==> src/rtl/imem_loader.sv <==
// Purpose: loads a length-prefixed big-endian byte stream into instruction memory while holding the CPU.
// Latency: mem_we pulses one cycle after the 4th byte of a word is accepted; minimum 5 cycles per word.
// Backpressure: in_ready drops in IDLE/WRITE/DONE/ERR; the source must hold its byte until accepted.
module imem_loader #(
  parameter int          DEPTH_WORDS = 256,
  parameter logic [31:0] BASE_ADDR   = 32'h0000_0000
) (
  input  logic        clk,
  input  logic        rst_n,
  input  logic        start,
  input  logic        in_valid,
  input  logic [7:0]  in_data,
  output logic        in_ready,
  output logic        mem_we,
  output logic [31:0] mem_addr,
  output logic [31:0] mem_wdata,
  output logic        cpu_hold,
  output logic        done,
  output logic        error
);

  typedef enum logic [2:0] {
    S_IDLE   = 3'd0,
    S_LEN_HI = 3'd1,
    S_LEN_LO = 3'd2,
    S_DATA   = 3'd3,
    S_WRITE  = 3'd4,
    S_DONE   = 3'd5,
    S_ERR    = 3'd6
  } state_t;

  localparam logic [15:0] DEPTH16 = 16'(DEPTH_WORDS);

  state_t      state;
  state_t      state_nxt;
  logic [7:0]  len_hi;
  logic [15:0] remaining;
  logic [1:0]  byte_idx;
  logic [31:0] asm_word;
  logic        xfer;
  logic        restart;
  logic [15:0] len_full;

  assign xfer      = in_valid & in_ready;
  assign len_full  = {len_hi, in_data};
  assign restart   = start & ((state == S_IDLE) | (state == S_DONE) | (state == S_ERR));
  assign mem_wdata = asm_word;

  // State register; reset abandons any load in progress
  always_ff @(posedge clk or negedge rst_n) begin
    if (!rst_n) state <= S_IDLE;
    else        state <= state_nxt;
  end

  // Next-state decode
  always_comb begin
    state_nxt = state;
    case (state)
      S_IDLE, S_DONE, S_ERR: if (start) state_nxt = S_LEN_HI;
      S_LEN_HI: if (xfer) state_nxt = S_LEN_LO;
      S_LEN_LO: begin
        if (xfer) begin
          if (len_full == 16'd0)         state_nxt = S_DONE;
          else if (len_full > DEPTH16)   state_nxt = S_ERR;
          else                           state_nxt = S_DATA;
        end
      end
      S_DATA:  if (xfer && byte_idx == 2'd3) state_nxt = S_WRITE;
      S_WRITE: state_nxt = (remaining == 16'd1) ? S_DONE : S_DATA;
      default: state_nxt = S_IDLE;
    endcase
  end

  // Outputs decoded purely from state so they are stable for the whole cycle
  always_comb begin
    in_ready = 1'b0;
    mem_we   = 1'b0;
    cpu_hold = 1'b0;
    done     = 1'b0;
    error    = 1'b0;
    case (state)
      S_LEN_HI, S_LEN_LO, S_DATA: begin
        in_ready = 1'b1;
        cpu_hold = 1'b1;
      end
      S_WRITE: begin
        mem_we   = 1'b1;
        cpu_hold = 1'b1;
      end
      S_DONE:  done  = 1'b1;
      S_ERR:   error = 1'b1;
      default: ;
    endcase
  end

  // Length capture, word assembly and write-address/remaining bookkeeping
  always_ff @(posedge clk or negedge rst_n) begin
    if (!rst_n) begin
      len_hi    <= 8'd0;
      remaining <= 16'd0;
      byte_idx  <= 2'd0;
      asm_word  <= 32'd0;
      mem_addr  <= BASE_ADDR;
    end else begin
      if (restart) begin
        mem_addr <= BASE_ADDR;
        byte_idx <= 2'd0;
      end
      case (state)
        S_LEN_HI: if (xfer) len_hi <= in_data;
        S_LEN_LO: begin
          if (xfer) begin
            remaining <= len_full;
            byte_idx  <= 2'd0;
          end
        end
        S_DATA: begin
          if (xfer) begin
            asm_word <= {asm_word[23:0], in_data};
            byte_idx <= byte_idx + 2'd1;
          end
        end
        S_WRITE: begin
          mem_addr  <= mem_addr + 32'd4;
          remaining <= remaining - 16'd1;
        end
        default: ;
      endcase
    end
  end

endmodule

==> config.mk <==
export PLATFORM = sky130hd
export DESIGN_NAME = imem_loader
export DESIGN_NICKNAME = d
export VERILOG_FILES = /design/src/rtl/imem_loader.sv
export SDC_FILE = /design/constraint.sdc
export NUM_CORES = 1
export LEC_CHECK = 0
export BUFFER_PORTS_ARGS = -buffer_cell sky130_fd_sc_hd__buf_2
export CAP_MARGIN = 0
export CORE_MARGIN = 4
export CORE_UTILIZATION = 50
export DETAILED_ROUTE_END_ITERATION = 7
export GPL_ROUTABILITY_DRIVEN = 0
export PLACE_DENSITY = 0.76
export REMOVE_ABC_BUFFERS = 1
export SYNTH_ARGS = -nofsm -noshare
export SYNTH_HDL_FRONTEND = slang
export SYNTH_SLANG_ARGS = --single-unit
==> constraint.sdc <==
create_clock -name clk -period 1.88 [get_ports clk]
set_input_delay 0.188 -clock clk [delete_from_list [all_inputs] [get_ports clk]]
set_output_delay 0.188 -clock clk [all_outputs]
set_load 0.005 [all_outputs]
==> results_dict.tcl <==
set metrics [dict create \
    status "finished, violations left" \
    violations "negative setup slack" \
    coreArea_sq_mm 0.00838 \
    dieArea_sq_mm 0.0104 \
    whs_path_depth 3 \
    ys_warn_count 0 \
    critPathMaxFanout 5 \
    grt_start_max_net_pins 42 \
    async_reset_ff_frac 1.00 \
    ys_ff_latch 91 \
    skew_ns 0.0121 \
    period_needed_ns 1.88 \
    cts_tree "done" \
    power_switching_mw 2.67 \
    diodes 0 \
    grt_setup_unrepaired "yes" \
    drtIter0Drc 388 \
    cts_sinks 91 \
    grt_pass1_wl_microns 17600 \
    grtUsageTotal 0.212 \
    internal-power_mw 4.88 \
    start_util 0.526 \
    reg2reg_slack_ns -0.002 \
    cp.arrival_ns 2.12 \
    root_buffer "clkbuf_8" \
    power_frac_seq 0.402 \
    finalPower_mw 7.54 \
    pin_count 81 \
    drc 0 \
    finalCritPeriodShare 1.00 \
    vias 3723 \
    yosysUniqueCellTypes 61 \
    antenna_left 0 \
    power_frac_comb 0.394 \
    setup_viol 1 \
    cts_max_path_buffers 2 \
    rr_worst_depth 6 \
    avgSynthCellArea_sq_um 10.5 \
    wl_met1_microns 4680 \
    min_from "in_data[0]" \
    num_rows 33 \
    antenna_found_initial 0 \
    rr_endpoint "remaining[11]" \
    drive_above_1_share 0.380 \
    wl_microns 10700 \
    r2r_start "state[1]" \
    synth_flop_cell "dfrtp_1" \
    first_pass_iters 6 \
    top_layer "met4" \
    die_w_microns 102 \
    hold-path-endpoint "len_hi[0]" \
    hold_viol_final 0 \
    leakage_nw 2.64 \
    slew_viol_final 0 \
    worstHoldPathType "in2reg" \
    power_density_mw_per_mm2 1370 \
    h-tree-depth 3 \
    wl_per_cell_microns 16.5 \
    grt_remaining_overflow 0 \
    multi_input_area_sq_mm 0.00203 \
    dr_wl_met2_microns 5290 \
    cap_violations 0 \
    path_class "reg2reg" \
    fin_cells 645 \
    die_y_microns 102 \
    clkPwrFrac 0.203 \
    seq_area_frac_synth 0.517 \
    timing.fmax_mhz 531 \
    setup.worst_path.end_class "register" \
    p_sw_frac 0.353 \
    clk_latency_ns 0.36 \
    place_hpwl_microns 7550 \
    synthCells 421 \
    path_clk_slew_ns 0.10 \
    critPathRequiredTime_ns 2.12 \
    io_buffers 78 \
    ir_worst_vdd_mv 0.767 \
    dpl.cell_count 625 \
    wl_met3_microns 466 \
    syn2layout_area_growth_pct 25.3 \
    first_global_vias 3568 \
    cp-start-kind "register" \
    synth_edf_count 0 \
    vias_per_cell 5.77 \
    setup_slack_ns -0.00224 \
    seq_area_sq_mm 0.00228 \
    numCtsBuffers 9 \
    final_nets 551 \
    fillers 657 \
    netlist_area_sq_mm 0.00441 \
]
==> flip-flops by register name, indices dropped and copies added (netlist names) <==
signal and flops:
byte_idx 2, len_hi 8, mem_addr 30, mem_wdata 32, remaining 16, state 3
==> synth_stat cells, drive strengths merged (3+ instances only) <==
cell type,n,area share
buf,10,0.013
o311ai,3,0.0077
dfrtp,91,0.52
a21oi,11,0.012
nor4,5,0.0071
mux2,40,0.10
and3b,3,0.0060
inv,11,0.0094
o211ai,12,0.022
nand4,16,0.026
ha,4,0.011
o21ai,37,0.042
or4,5,0.0094
or3,3,0.0043
nor2,22,0.019
and3,3,0.0043
nand2,47,0.040
a31oi,5,0.0071
clkbuf,12,0.010
nand3,23,0.026
nor3,7,0.013
o31ai,9,0.015
a21o,3,0.0051
==> metrics by stage <==
stage / worst slack [ns] / hold WS (ns) / instance area (sq um) / TNS [ns] / utilization
2_1_floorplan: -0.383 / -0.108 / 4310 / -13.05 / -
3_3_place_gp: 0.0354 / 0.132 / 5200 / 0 / 0.620
3_5_place_dp: -0.0431 / 0.132 / 5200 / -0.149 / 0.620
4_1_cts: 0.00353 / 0.0927 / 5470 / 0 / 0.652
5_1_grt: -0.0563 / 0.106 / 5520 / -0.131 / 0.659
6_report: -0.00224 / 0.115 / 5520 / -0.00224 / 0.659
==> cells by family after synthesis <==
| group | Yosys count | synth area share |
|---|---|---|
| flops | 91 | 0.517 |
| fa+ha+maj | 4 | 0.0114 |
| buf+inv | 34 | 0.0341 |
| mux | 42 | 0.107 |
| simple gates | 147 | 0.177 |
| compound gates | 98 | 0.146 |
| xor+xnor | 4 | 0.00795 |
| other cells | 1 | 0.000851 |
==> critical path, cell delays in order (launching register included) <==
cell,delay [ns]
dfrtp_1,0.40
or3b_4,0.46
clkinv_4,0.10
nand4_4,0.07
or4_4,0.45
o211ai_2,0.16
o311ai_2,0.12
==> timing repair <==
action                                  4_1_cts  5_1_grt
gates resized for setup                       6       12
hold buffers                                  1        0
endpoints found under the setup margin        9       18
buffers inserted                              1        2
endpoints found under the hold margin        27        0
pin swaps                                     2       11
==> per-layer routing <==
metal / vias to the layer above / global-route usage
li1: 1773 / -
met1: 1832 / 0.291
met2: 97 / 0.347
met3: 21 / 0.0259
met4: 0 / 0.0848
met5: - / 0
==> final cells by class <==
type / instances / area share
clock inverter: 6 / 0.0172
sequential: 91 / 0.413
inverter: 12 / 0.00906
tap: 105 / 0.0238
timing repair buffer: 124 / 0.145
multi-input combinational: 297 / 0.368
clock buffer: 10 / 0.0249
==> power groups by stage <==
stage          Combinational, mW  Clock (mW)  Sequential, mW
2_1_floorplan               1.54           0            3.12
3_3_place_gp                2.82           0            3.01
3_5_place_dp                2.92           0            3.05
4_1_cts                     2.96        1.57            3.03
5_1_grt                     3.28        1.65            3.13
6_report                    2.97        1.53            3.03
==> worst max-delay path by stage <==
stage | slack (ns) | end | startpoint | cells after the start
6_report | -0.002 | remaining[11] | state[1] | 6
5_1_grt | -0.06 | remaining[11] | state[1] | 6
4_1_cts | 0.004 | state[1] | remaining[14] | 5
3_5_place_dp | -0.04 | mem_addr[30] | mem_addr[3] | 6
3_3_place_gp | 0.04 | state[1] | remaining[14] | 5
2_1_floorplan | -0.38 | remaining[11] | state[2] | 6
==> layout by cell type (no fill, tap or decap), drive strengths merged, types with 4 or more instances in the layout <==
master,n
nor4,5
nand2,47
clkbuf,10
nand4,16
a21oi,11
dfrtp,91
o31ai,9
nor3,7
or4,5
mux2,40
nor2,22
nand3,23
buf,123
inv,14
o211ai,12
a31oi,5
o21ai,37
ha,4
Power figures use the tool's default switching activity.
